File: src/rtl/counter_dir_pkg.sv
// Shared types for the up/down counter direction decoder.
// Latency: n/a (types and constants only).
// Backpressure: n/a.
package counter_dir_pkg;

    // Decoder states: first sample, building a streak, locked up, locked down.
    typedef enum logic [1:0] {
        ACQUIRE   = 2'd0,
        SYNC      = 2'd1,
        LOCK_UP   = 2'd2,
        LOCK_DOWN = 2'd3
    } state_t;

    // Classification of one sample relative to the previous one.
    typedef enum logic [1:0] {
        STEP_HOLD = 2'd0,
        STEP_UP   = 2'd1,
        STEP_DOWN = 2'd2,
        STEP_JUMP = 2'd3
    } step_t;

    localparam logic DIR_UP   = 1'b1;
    localparam logic DIR_DOWN = 1'b0;

    // True when the decoder currently holds a direction lock.
    function automatic logic is_locked(input state_t s);
        return (s == LOCK_UP) || (s == LOCK_DOWN);
    endfunction

endpackage

File: src/rtl/counter_step_classify.sv
// Classifies one counter step as hold/up/down/jump and flags wrap-around.
// Latency: purely combinational.
// Backpressure: none; evaluated every cycle, caller qualifies with its valid.
module counter_step_classify
    import counter_dir_pkg::*;
#(
    parameter int WIDTH = 3
) (
    input  logic [WIDTH-1:0] i_prev,
    input  logic [WIDTH-1:0] i_count,
    output step_t            o_step,
    output logic             o_wrap_up,
    output logic             o_wrap_down
);

    logic [WIDTH-1:0] w_delta;

    // Modular difference; +1 and -1 (all-ones) are the only legal moves.
    assign w_delta = i_count - i_prev;

    // Map the modular difference onto a step class.
    always_comb begin
        o_step = STEP_JUMP;
        if (w_delta == '0) begin
            o_step = STEP_HOLD;
        end else if (w_delta == WIDTH'(1)) begin
            o_step = STEP_UP;
        end else if (w_delta == '1) begin
            o_step = STEP_DOWN;
        end
    end

    // Wrap flags only occur together with an UP or DOWN step (WIDTH >= 2).
    assign o_wrap_up   = (i_prev == '1) && (i_count == '0);
    assign o_wrap_down = (i_prev == '0) && (i_count == '1);

endmodule

File: src/rtl/counter_dir_decoder.sv
// Recovers up/down direction from a sampled counter stream, flags holds, wraps and illegal jumps.
// Latency: 1 cycle from an accepted sample to all (registered) outputs.
// Backpressure: none; count_valid qualifies samples, idle cycles freeze state. COUNTER_DIR_DEC_POS_EN adds pos_out.
module counter_dir_decoder
    import counter_dir_pkg::*;
#(
    parameter int WIDTH     = 3,
    parameter int LOCK_N    = 2,
    parameter int ERR_CNT_W = 8
`ifdef COUNTER_DIR_DEC_POS_EN
    ,
    parameter int POS_W     = 16
`endif
) (
    input  logic                 clk,
    input  logic                 reset,
    input  logic [WIDTH-1:0]     count_in,
    input  logic                 count_valid,
    output logic                 mode_out,
    output logic                 dir_valid,
    output logic                 hold_p,
    output logic                 wrap_up_p,
    output logic                 wrap_down_p,
    output logic                 step_err_p,
    output logic [ERR_CNT_W-1:0] err_count
`ifdef COUNTER_DIR_DEC_POS_EN
    ,
    output logic [POS_W-1:0]     pos_out
`endif
);

    localparam int STREAK_W = $clog2(LOCK_N + 1);

    state_t                r_state,   w_state_nxt;
    logic [WIDTH-1:0]      r_prev,    w_prev_nxt;
    logic [STREAK_W-1:0]   r_streak,  w_streak_nxt;
    logic                  r_sdir,    w_sdir_nxt;
    logic                  r_mode,    w_mode_nxt;
    logic                  r_dv,      w_dv_nxt;
    logic                  r_hold,    w_hold_nxt;
    logic                  r_wup,     w_wup_nxt;
    logic                  r_wdn,     w_wdn_nxt;
    logic                  r_serr,    w_serr_nxt;
    logic [ERR_CNT_W-1:0]  r_err_cnt, w_err_cnt_nxt;
`ifdef COUNTER_DIR_DEC_POS_EN
    logic [POS_W-1:0]      r_pos,     w_pos_nxt;
`endif

    step_t               w_step;
    logic                w_wrap_up;
    logic                w_wrap_down;
    logic                w_dir;
    logic [STREAK_W-1:0] w_len;

    counter_step_classify #(
        .WIDTH (WIDTH)
    ) u_classify (
        .i_prev      (r_prev),
        .i_count     (count_in),
        .o_step      (w_step),
        .o_wrap_up   (w_wrap_up),
        .o_wrap_down (w_wrap_down)
    );

    // Next-state and next-output logic; pulses default low, everything else holds.
    always_comb begin
        w_state_nxt   = r_state;
        w_prev_nxt    = r_prev;
        w_streak_nxt  = r_streak;
        w_sdir_nxt    = r_sdir;
        w_mode_nxt    = r_mode;
        w_dv_nxt      = r_dv;
        w_hold_nxt    = 1'b0;
        w_wup_nxt     = 1'b0;
        w_wdn_nxt     = 1'b0;
        w_serr_nxt    = 1'b0;
        w_err_cnt_nxt = r_err_cnt;
`ifdef COUNTER_DIR_DEC_POS_EN
        w_pos_nxt     = r_pos;
`endif
        w_dir         = (w_step == STEP_UP) ? DIR_UP : DIR_DOWN;
        w_len         = '0;

        if (count_valid) begin
            w_prev_nxt = count_in;
            if (r_state == ACQUIRE) begin
                // First sample only seeds the reference value.
                w_state_nxt  = SYNC;
                w_streak_nxt = '0;
            end else begin
                case (w_step)
                    STEP_HOLD: begin
                        w_hold_nxt = 1'b1;
                    end
                    STEP_JUMP: begin
                        w_serr_nxt    = 1'b1;
                        w_err_cnt_nxt = (r_err_cnt == '1) ? r_err_cnt
                                                          : r_err_cnt + ERR_CNT_W'(1);
                        w_state_nxt   = SYNC;
                        w_streak_nxt  = '0;
                        w_dv_nxt      = 1'b0;
                    end
                    default: begin
                        w_wup_nxt = w_wrap_up;
                        w_wdn_nxt = w_wrap_down;
`ifdef COUNTER_DIR_DEC_POS_EN
                        w_pos_nxt = (w_dir == DIR_UP) ? r_pos + POS_W'(1)
                                                      : r_pos - POS_W'(1);
`endif
                        // A locked state only reacts to an opposite step; the
                        // streak direction equals the lock direction while locked.
                        if (!(is_locked(r_state) && (r_sdir == w_dir))) begin
                            if ((r_state == SYNC) && (r_streak != '0) && (r_sdir == w_dir)) begin
                                w_len = r_streak + STREAK_W'(1);
                            end else begin
                                w_len = STREAK_W'(1);
                            end
                            w_streak_nxt = w_len;
                            w_sdir_nxt   = w_dir;
                            if (w_len >= STREAK_W'(LOCK_N)) begin
                                w_state_nxt = (w_dir == DIR_UP) ? LOCK_UP : LOCK_DOWN;
                                w_dv_nxt    = 1'b1;
                                w_mode_nxt  = w_dir;
                            end else begin
                                w_state_nxt = SYNC;
                                w_dv_nxt    = 1'b0;
                            end
                        end
                    end
                endcase
            end
        end
    end

    // State and output registers with synchronous reset.
    always_ff @(posedge clk) begin
        if (reset) begin
            r_state   <= ACQUIRE;
            r_prev    <= '0;
            r_streak  <= '0;
            r_sdir    <= DIR_DOWN;
            r_mode    <= DIR_DOWN;
            r_dv      <= 1'b0;
            r_hold    <= 1'b0;
            r_wup     <= 1'b0;
            r_wdn     <= 1'b0;
            r_serr    <= 1'b0;
            r_err_cnt <= '0;
`ifdef COUNTER_DIR_DEC_POS_EN
            r_pos     <= '0;
`endif
        end else begin
            r_state   <= w_state_nxt;
            r_prev    <= w_prev_nxt;
            r_streak  <= w_streak_nxt;
            r_sdir    <= w_sdir_nxt;
            r_mode    <= w_mode_nxt;
            r_dv      <= w_dv_nxt;
            r_hold    <= w_hold_nxt;
            r_wup     <= w_wup_nxt;
            r_wdn     <= w_wdn_nxt;
            r_serr    <= w_serr_nxt;
            r_err_cnt <= w_err_cnt_nxt;
`ifdef COUNTER_DIR_DEC_POS_EN
            r_pos     <= w_pos_nxt;
`endif
        end
    end

    assign mode_out    = r_mode;
    assign dir_valid   = r_dv;
    assign hold_p      = r_hold;
    assign wrap_up_p   = r_wup;
    assign wrap_down_p = r_wdn;
    assign step_err_p  = r_serr;
    assign err_count   = r_err_cnt;
`ifdef COUNTER_DIR_DEC_POS_EN
    assign pos_out     = r_pos;
`endif

endmodule
File: config.mk
export PLATFORM = sky130hd
export DESIGN_NAME = counter_dir_decoder
export DESIGN_NICKNAME = d
export VERILOG_FILES = /design/src/rtl/counter_dir_pkg.sv /design/src/rtl/counter_step_classify.sv /design/src/rtl/counter_dir_decoder.sv
export SDC_FILE = /design/constraint.sdc
export NUM_CORES = 1
export LEC_CHECK = 0
export CORE_MARGIN = 3
export CORE_UTILIZATION = 50
export CTS_BUF_LIST = sky130_fd_sc_hd__clkbuf_16
export CTS_CLUSTER_SIZE = 12
export DETAILED_ROUTE_END_ITERATION = 16
export PLACE_DENSITY = 0.82
export REMOVE_ABC_BUFFERS = 1
export SYNTH_ARGS = -nofsm -noshare
export SYNTH_HDL_FRONTEND = slang
export SYNTH_SLANG_ARGS = --single-unit
File: constraint.sdc
create_clock -name clk -period 11.1 [get_ports clk]
set_input_delay 3.33 -clock clk [delete_from_list [all_inputs] [get_ports clk]]
set_output_delay 3.33 -clock clk [all_outputs]
set_load 0.01 [all_outputs]
==> results.txt <==
The run finished with clean final reports. The DRC violation count after routing is 0. The worst setup slack for register-to-register paths is ~8100 ps.

The clock transition at the register clock pins on the worst setup and hold paths after CTS came out at around 60 ps. After clock tree synthesis, the setup repair step added 0 buffers. IR analysis of the VDD net gives a maximum drop of just over 100 µV. The slew of the pin with the lowest slew margin is 624 ps. The total design power is between 0.2 and 0.25 mW.

The arrival time of data at the critical path endpoint came out at roughly 6500 ps. The count of flip-flops with a built-in enable after synthesis came out at 0. The antenna diode count came out at 0. The hold slack is 477 ps. The post-synthesis share of cell area spent on and, or, nand and nor gates is 0.212. The number of DRC markers in iteration 0 came out at 13. After synthesis, the netlist uses 43 different library cells. The effective utilization at floorplan is 0.532. The setup path with the least slack is of type input pin to flip-flop. The global routing usage summed across all routing layers is 0.194. The total global routing overflow is 0. The routability-driven placement congestion ratio is roughly 0.85.

The proportion of layout cells with a drive suffix above 1 came out at 0.0759. The floorplan step set the die height to about 55 µm. Dividing the detail-routed wire length by the instance count gives around 14 µm. TritonCTS built the clock tree. The core area came out at between 2000 and 2500 µm².

The final setup violation count is 0. Detailed placement ended at an HPWL of roughly 1700 µm. OpenSTA, run right after detailed placement, puts the worst setup slack at 4590 ps. Among all flip-flop cells after synthesis, the most frequent one is sky130_fd_sc_hd__dfxtp_1. After clock tree synthesis, the flow added hold-fix buffers numbering 0. The maximum achievable frequency came out at between 0.15 and 0.2 GHz. The wire length of the first global-routing pass came out at roughly 4200 µm. For the finished layout, the period the worst path requires is 6300 ps. Of the total power, registers draw 0.389. The routed layout has roughly 1,000 vias. The number of hold violations in the final report is 0. The power density normalized to cell area came out at between 100 and 150 nW/µm². In the routed layout, each cell is associated on average with a via count of slightly below 6.

The fraction of registers with async set/reset is 0. The number of antenna violations at the first check in global routing is 0. Yosys printed 0 warnings. From left edge to right edge, the die measures between 50 and 60 µm. The compound-gate portion of the synthesized area was 0.175.

The maximum root-to-sink buffer count is 2. The clock latency of the later-clocked register in the worst-skew pair is around 250 ps. The placed instance area is roughly 1400 µm². The max-slew violation count was 0.

Setup repair after global routing left no endpoint under its margin. Data on the critical path is required at its endpoint by about 11,000 ps. The total of flip-flops plus latches after synthesis is 22. The max-slew headroom at the worst pin came out at 0.583. The clock power share came out at 0.466.

The part of the Yosys area used for sequential elements is 0.371. The switching power share of the total is 0.222. The critical path startpoint category is an input pin. The min-delay analysis places its worst path in the category flip-flop to flip-flop.

The per-instance average area after synthesis came out at 9.35 µm². In this run the tool buffered the top-level ports with 19 buffer cells. The clock net sink count came out at 22. The final worst slack came out at 4800 ps.

The power spent charging and discharging nets came out at about 0.047 mW. The internal portion of total power came out at between 0.15 and 0.2 mW. The static leakage came out at approximately 0.57 nW. Max-cap violations in this run came to 0. The detailed-route wire length is between 2000 and 2500 µm. The arithmetic-cell share of the synthesized area counting full adders, half adders and majority gates is 0.0801. The worst reg2reg path depth came out at 9. The count of antenna-violating nets left after detailed routing came out at 0. In the finished design, the share of the clock period the worst path needs comes to 0.567. The relative area change from synthesis to final layout is 25.4%. With fillers left out, the area of the finished cells amounts to between 1000 and 1500 µm².

The number of nets in the finished design came out at approximately 160. The final setup TNS came out at 0 ps. The pin count of the biggest net entering global routing is 18.

The number of gates resized after CTS is 0. The deepest level of the CTS H-tree is 1. Of the post-synthesis cell area, the part taken by muxes is 0.0780. After synthesis, the largest family of logic cells by area is simple AND/OR/NAND/NOR gates. The number of global-route vias before repair came out at around 970.

The floorplan row count came out at 17. The cell depth of the worst hold path came out at 2. The post-synthesis share of cell area spent on xor and xnor gates came out at 0.0285. The number of detailed-routing iterations run before antenna repair is 4.

The part of the power in combinational logic is 0.145. Summing every instance area after synthesis gives 1190 µm². The maximum fanout along the worst path came out at 6. The floorplan step defined a die boundary enclosing 3000 µm². The largest clock skew in the final design is 1.94 ps.

Synthesis produced around 130 cells. The count of boundary I/O pins came out at 20. The worst setup path is captured at a flip-flop. Clock tree synthesis selected as its root buffer the cell sky130_fd_sc_hd__clkbuf_16. The number of clock buffers added by TritonCTS is 3.
[cell usage in the layout (no fill, tap or decap), types with 2 or more instances in the layout]
| cell | Yosys | routed |
|---|---|---|
| sky130_fd_sc_hd__a41oi_1 | 2 | 2 |
| sky130_fd_sc_hd__mux2i_1 | 7 | 7 |
| sky130_fd_sc_hd__a311oi_1 | 4 | 4 |
| sky130_fd_sc_hd__a21oi_1 | 4 | 4 |
| sky130_fd_sc_hd__clkbuf_16 | 0 | 3 |
| sky130_fd_sc_hd__nand2_1 | 12 | 12 |
| sky130_fd_sc_hd__o21a_1 | 2 | 2 |
| sky130_fd_sc_hd__nand3_1 | 3 | 3 |
| sky130_fd_sc_hd__ha_1 | 6 | 6 |
| sky130_fd_sc_hd__inv_1 | 9 | 9 |
| sky130_fd_sc_hd__o21ai_0 | 4 | 4 |
| sky130_fd_sc_hd__nor2_1 | 6 | 6 |
| sky130_fd_sc_hd__nor3_1 | 5 | 5 |
| sky130_fd_sc_hd__and2_1 | 3 | 3 |
| sky130_fd_sc_hd__and3_1 | 5 | 5 |
| sky130_fd_sc_hd__nand4_1 | 3 | 3 |
| sky130_fd_sc_hd__dfxtp_1 | 22 | 22 |
| sky130_fd_sc_hd__mux2_2 | 2 | 2 |
| sky130_fd_sc_hd__clkdlybuf4s50_1 | 0 | 19 |
[area by class of cell]
class,instances,area (µm²)
fillers,177,744
inverters,10,37.5
clock inverters,1,30.0
flip-flops and latches,22,440
well taps,28,35.0
multi-input cells,90,681
repair buffers,19,190
clock buffers,3,75.1
[sequential cells by signal, summed over array words and instances, names as in the netlist]
| name | count |
|---|---|
| dir_valid | 1 |
| mode_out | 1 |
| wrap_up_p | 1 |
| r_state | 2 |
| wrap_down_p | 1 |
| r_streak | 2 |
| err_count | 8 |
| r_prev | 3 |
| r_sdir | 1 |
| step_err_p | 1 |
| hold_p | 1 |
[routing by layer]
| layer | GRT usage | vias to the layer above | part of all wire |
|---|---|---|---|
| met5 | 0 | - | 0 |
| met4 | 0.0622 | 0 | 0.013 |
| met2 | 0.327 | 23 | 0.51 |
| li1 | - | 506 | - |
| met3 | 0.0409 | 5 | 0.030 |
| met1 | 0.243 | 497 | 0.45 |
[cells in the mapped netlist (3+ instances only)]
master	n	share of area
sky130_fd_sc_hd__mux2i_1	7	0.059
sky130_fd_sc_hd__nand2_1	12	0.038
sky130_fd_sc_hd__nand4_1	3	0.016
sky130_fd_sc_hd__o21ai_0	4	0.017
sky130_fd_sc_hd__a21oi_1	4	0.017
sky130_fd_sc_hd__ha_1	6	0.063
sky130_fd_sc_hd__nand3_1	3	0.013
sky130_fd_sc_hd__nor3_1	5	0.021
sky130_fd_sc_hd__and3_1	5	0.026
sky130_fd_sc_hd__a311oi_1	4	0.030
sky130_fd_sc_hd__and2_1	3	0.016
sky130_fd_sc_hd__inv_1	9	0.028
sky130_fd_sc_hd__nor2_1	6	0.019
sky130_fd_sc_hd__dfxtp_1	22	0.37
[stage by stage]
step / std cells / util
final: 173 / 0.667
after global routing: 173 / 0.667
after CTS: 173 / 0.667
after detailed placement: 169 / 0.620
after global placement: 169 / 0.620
after floorplan: 122 / -
[kinds of logic (layout without fill, tap and decap cells)]
family,after synthesis,count (layout)
mux,9,9
xor+xnor,3,3
simple gates,46,46
compound gates,25,25
flops,22,22
fa+ha+maj,7,7
buf+inv,15,33
[power by group through the flow]
stage | clock [mW] | sequential (mW) | combinational (mW)
after floorplan | 0 | 0.0842 | 0.0212
after global placement | 0 | 0.0843 | 0.0287
after detailed placement | 0 | 0.0844 | 0.0300
after CTS | 0.101 | 0.0827 | 0.0307
after global routing | 0.105 | 0.0830 | 0.0349
final | 0.0990 | 0.0827 | 0.0308
[worst max-delay path, cell delays in order]
cell and delay [ps]:
sky130_fd_sc_hd__clkdlybuf4s50_1 480, sky130_fd_sc_hd__inv_1 70, sky130_fd_sc_hd__ha_1 210, sky130_fd_sc_hd__fa_1 370, sky130_fd_sc_hd__xor2_1 160, sky130_fd_sc_hd__xnor2_1 310
sky130_fd_sc_hd__mux2_2 400, sky130_fd_sc_hd__ha_1 290, sky130_fd_sc_hd__xnor2_2 240, sky130_fd_sc_hd__a311oi_4 410, sky130_fd_sc_hd__mux2i_1 220
[worst paths after layout]
| kind | start | end |
|---|---|---|
| min | r_streak[0] | r_streak[0] |
| max reg2reg | r_prev[0] | r_streak[0] |
| max | count_in[0] | r_streak[0] |
| min reg2reg | r_streak[0] | r_streak[0] |
Power figures use the tool's default switching activity.
==> edit 1 (same settings) <==
Re-encode `state_t` (4 states) as Gray code, 2 bits wide.
--- a/src/rtl/counter_dir_pkg.sv
+++ b/src/rtl/counter_dir_pkg.sv
@@ -5,10 +5,10 @@
 
     // Decoder states: first sample, building a streak, locked up, locked down.
     typedef enum logic [1:0] {
-        ACQUIRE   = 2'd0,
-        SYNC      = 2'd1,
-        LOCK_UP   = 2'd2,
-        LOCK_DOWN = 2'd3
+        ACQUIRE   = 2'b00,
+        SYNC      = 2'b01,
+        LOCK_UP   = 2'b11,
+        LOCK_DOWN = 2'b10
     } state_t;
 
     // Classification of one sample relative to the previous one.
Check against the original RTL: same outputs for any inputs over 10 cycles, from zero or initial values and one cycle with reset high; not proved beyond that.
==> edit 1 against the original RTL <==
Die area is 6.5% lower. Area after synthesis is 7.3% lower. Combinational power is 27% lower. Worst setup slack worse by 0.35 ns. Largest cell class unchanged. Cell area is 7.2% lower. Sequential cell count stayed put. Sequential share of layout area is 2.3 points higher. Global-route usage is 1.8 points lower. Power is 15% lower. Routed wire length is 17% lower.
==> edit 1: results (changes against the original RTL) <==
hold_sp - r_streak[1] (was r_streak[0])
FILL cells - 170 (was 177)
share of cells above drive strength 1 - 3.62% (was 7.59%)
nets@finish - 152 (was 159)
Logic pwr share - 12.5% (was 14.5%)
Pleak - 0.548 nW (was 0.574 nW)
vias in the first global route - 868 (was 969)
hold_ws - 0.468 ns (was 0.477 ns)
Reg2Reg Setup Slack - 7.75 ns (was 8.11 ns)
maximum vdd drop - 84.0 uV (was 103 uV)
kind of cell adding the most delay to the critical path - simple AND/OR/NAND/NOR gates (was adder cells)
Register-to-Register Path Depth - 11 (was 9)
Area after DPL - 1300 sq um (was 1380 sq um)
RR Endpoint - r_state[0] (was r_streak[0])
Int Power - 0.139 mW (was 0.165 mW)
Detailed Route WL - 2.03 mm (was 2.44 mm)
Worst Max-Slew Pin Slew - 0.672 ns (was 0.624 ns)
first-pass GRT wire length - 3.66 mm (was 4.18 mm)
pin count of the biggest net entering global routing - 20 (was 18)
mean routed wirelength per cell - 12.3 microns (was 14.1 microns)
Clk. pwr - 0.0750 mW (was 0.0990 mW)
Avg Cell Area, Syn - 9.25 sq um (was 9.35 sq um)
post-placement cell count - 161 (was 169)
status - complete, no violations (unchanged)
Final Wtd Congestion - 0.733 (was 0.846)
register area share after synthesis - 40.0% (was 37.1%)
dpl hpwl - 1.45 mm (was 1.73 mm)
arrival time of the worst setup path - 6.79 ns (was 6.48 ns)
Via density - 5.47 (was 5.96)
Starting DRT DRC Count - 9 (was 13)
switch share - 22.9% (was 22.2%)
clk_skew - 0.00230 ns (was 0.00194 ns)
Post-Place Setup Slack - 4.19 ns (was 4.59 ns)
## edit 1: metal layers
layer / vias up / routed length (microns) / track usage, %
li1: 459 / - / -
met1: 407 / 937 / 22.9
met2: 32 / 929 / 26.9
met3: 5 / 115 / 3.38
met4: 0 / 50 / 10.2
met5: - / 0 / 0
## edit 1: kinds of logic (layout without fill, tap and decap cells)
logic type | Yosys count | after routing | share of synthesized area, %
multiplexers | 6 | 6 | 5.45
AO/OA/AOI/OAI | 17 | 17 | 10.7
XOR/XNOR | 9 | 9 | 7.16
adder cells (fa/ha/maj) | 7 | 7 | 8.64
AND/OR/NAND/NOR | 47 | 47 | 23.6
buffers and inverters | 11 | 30 | 4.43
flip-flops | 22 | 22 | 40.0
## edit 1: area by class of cell
class / instances / share of cell area (%)
clock buffers: 3 / 5.43
clock inverters: 1 / 0.272
inverters: 7 / 1.90
multi-input cells: 86 / 44.3
flip-flops and latches: 22 / 31.9
well taps: 27 / 2.45
repair buffers: 19 / 13.8
==> edit 2 (same flow settings) <==
Without the edit above. Build with the macro `COUNTER_DIR_DEC_POS_EN` defined.
--- a/src/rtl/counter_dir_decoder.sv
+++ b/src/rtl/counter_dir_decoder.sv
@@ -1,6 +1,8 @@
 // Recovers up/down direction from a sampled counter stream, flags holds, wraps and illegal jumps.
 // Latency: 1 cycle from an accepted sample to all (registered) outputs.
 // Backpressure: none; count_valid qualifies samples, idle cycles freeze state. COUNTER_DIR_DEC_POS_EN adds pos_out.
+`define COUNTER_DIR_DEC_POS_EN
+
 module counter_dir_decoder
     import counter_dir_pkg::*;
 #(
Check against the original RTL (old outputs only; new: pos_out): equivalent (Yosys induction, for registers that start in step).
==> edit 2 against the original RTL <==
Utilization fell by 0.42 points. Sequential share of layout area fell by 3.9 points. Routed wire length rose by 120%. Worst setup slack got worse by 1.4 ns. Synthesized cell count rose by 120%. Power rose by 130%. Sequential cell count rose by 16. Area after synthesis rose by 100%. Cell area rose by 99%. Critical path type unchanged. Highest routed layer unchanged.
==> edit 2: results (changes against the original RTL) <==
Detailed Route WL - 5.38 mm (was 2.44 mm)
kind of cell adding the most delay to the critical path - adder cells (unchanged)
post-CTS sizing - 0 (unchanged)
Via density - 5.95 (was 5.96)
hold_ws - 0.461 ns (was 0.477 ns)
commonest cells in the netlist - dfxtp_1 (38), nand2_1 (25), a21oi_1 (24), nor2_1 (23), ha_1 (22) (was dfxtp_1 (22), nand2_1 (12), inv_1 (9), mux2i_1 (7))
Crit path largest cell delay - 0.47 ns
Hold Crit Depth - 2 (unchanged)
CP max stage cell - clkdlybuf4s50_1 (unchanged)
HP Class - reg2reg (unchanged)
Int Power - 0.335 mW (was 0.165 mW)
top cells by area, synth - dfxtp_1 (32%), ha_1 (12%), a21oi_1 (5.1%), nand2_1 (4.0%), nor2_1 (3.6%) (was dfxtp_1 (37%), ha_1 (6.3%), mux2i_1 (5.9%), nand2_1 (3.8%), a311oi_1 (3.0%))
pin count of the biggest net entering global routing - 35 (was 18)
share of cells above drive strength 1 - 4.40% (was 7.59%)
RR Endpoint - pos_out[15] (was r_streak[0])
Pleak - 1.18 nW (was 0.574 nW)
r2r startpoint - r_prev[0] (unchanged)
CP max FO - 17 (was 6)
Post-CTS Setup Inserts - 0 (unchanged)
DR pass1 iterations - 4 (unchanged)
register area share after synthesis - 32.1% (was 37.1%)
post-synthesis async set-or-reset flop share - 0% (unchanged)
clk root buf - clkbuf_16 (unchanged)
Num CTS Buffers - 5 (was 3)
synth warn - 0 (unchanged)
worst hold endpoint - r_streak[1] (was r_streak[0])
hold_sp - r_streak[1] (was r_streak[0])
Reg2Reg Setup Slack - 6.68 ns (was 8.11 ns)
first-pass GRT wire length - 9.11 mm (was 4.18 mm)
vias in the first global route - 2017 (was 969)
Final Wtd Congestion - 0.955 (was 0.846)
dpl hpwl - 3.70 mm (was 1.73 mm)
status - complete, no violations (unchanged)
Largest register FFs - 16 (was 8)
Starting DRT DRC Count - 88 (was 13)
initial antenna violation count - 0 (unchanged)
Yosys cell types - 51 (was 43)
deepest clock path buffer count - 2 (unchanged)
clock network latency to the later pin of the worst-skew pair - 0.28 ns (was 0.25 ns)
gr usage total - 20.6% (was 19.4%)
Register-to-Register Path Depth - 14 (was 9)
Clk pin slew, worst setup/hold paths - 0.06 ns (about the same)
n_diodes - 0 (unchanged)
clk_skew - 0.00227 ns (was 0.00194 ns)
Synth Flop Type - dfxtp_1 (unchanged)
# port buffers - 35 (was 19)
arrival time of the worst setup path - 7.86 ns (was 6.48 ns)
maximum vdd drop - 84.5 uV (was 103 uV)
nets@finish - 347 (was 159)
H-tree Lvls - 2 (was 1)
Worst Max-Slew Pin Slew - 0.598 ns (was 0.624 ns)
edit 2: power by group through the flow:
| stage | Sequential (mW) | Combinational (mW) | Clock (mW) |
|---|---|---|---|
| 6_report | 0.150 | 0.146 | 0.188 |
| 2_1_floorplan | 0.154 | 0.102 | 0 |
| 3_3_place_gp | 0.153 | 0.141 | 0 |
| 3_5_place_dp | 0.153 | 0.143 | 0 |
| 4_1_cts | 0.150 | 0.144 | 0.191 |
| 5_1_grt | 0.151 | 0.163 | 0.197 |
edit 2: kinds of logic (layout without fill, tap and decap cells):
logic type / Yosys count / after routing / share of synthesized area, %
and+or+nand+nor: 107 / 107 / 23.4
adders and majority gates: 24 / 24 / 13.3
xor gates and xnor gates: 14 / 14 / 5.17
AOI/OAI and AO/OA: 74 / 74 / 21.2
DFF: 38 / 38 / 32.1
buffers and inverters: 19 / 57 / 3.17
muxes: 4 / 4 / 1.69
edit 2: per-layer routing:
| layer | global-route usage, % | part of all wire (%) |
|---|---|---|
| met5 | 0 | 0 |
| met4 | 7.31 | 1.0 |
| met3 | 4.94 | 4.9 |
| met2 | 31.8 | 45 |
| met1 | 28.2 | 49 |
edit 2: worst max path at each step:
stage | from | endpoint | slack [ns] | cells past startpoint
detailed placement | count_in[0] | pos_out[15] | 3.16 | 16
CTS | count_in[0] | pos_out[15] | 3.44 | 16
floorplan | count_in[0] | pos_out[15] | 4.05 | 15
finish | count_in[0] | pos_out[15] | 3.41 | 16
global placement | count_in[0] | pos_out[15] | 3.32 | 16
global route | count_in[0] | pos_out[10] | 3.22 | 16
edit 2: tightest hold or removal path, delay by kind of cell, from the launching register on:
family          cells  cell delay (ns)
simple gates        1             0.05
compound gates      1             0.05
flops               1             0.31
edit 2: metrics by stage:
step	instances	cell area (sq um)	total power, mW	setup WS, ns	utilization, %
floorplan	273	2340	0.256	4.05	-
global placement	362	2770	0.294	3.32	61.9
finish	370	2960	0.485	3.41	66.2
global route	370	2960	0.512	3.22	66.2
CTS	370	2960	0.485	3.44	66.2
detailed placement	362	2770	0.296	3.16	61.9
edit 2: layout make-up:
cell class	instances	area (sq um)
clock buffer	5	125
fill	366	1510
timing repair buffer	37	365
tap	52	65.1
inverter	12	45.0
multi-input combinational	223	1530
sequential	38	761
clock inverter	3	68.8
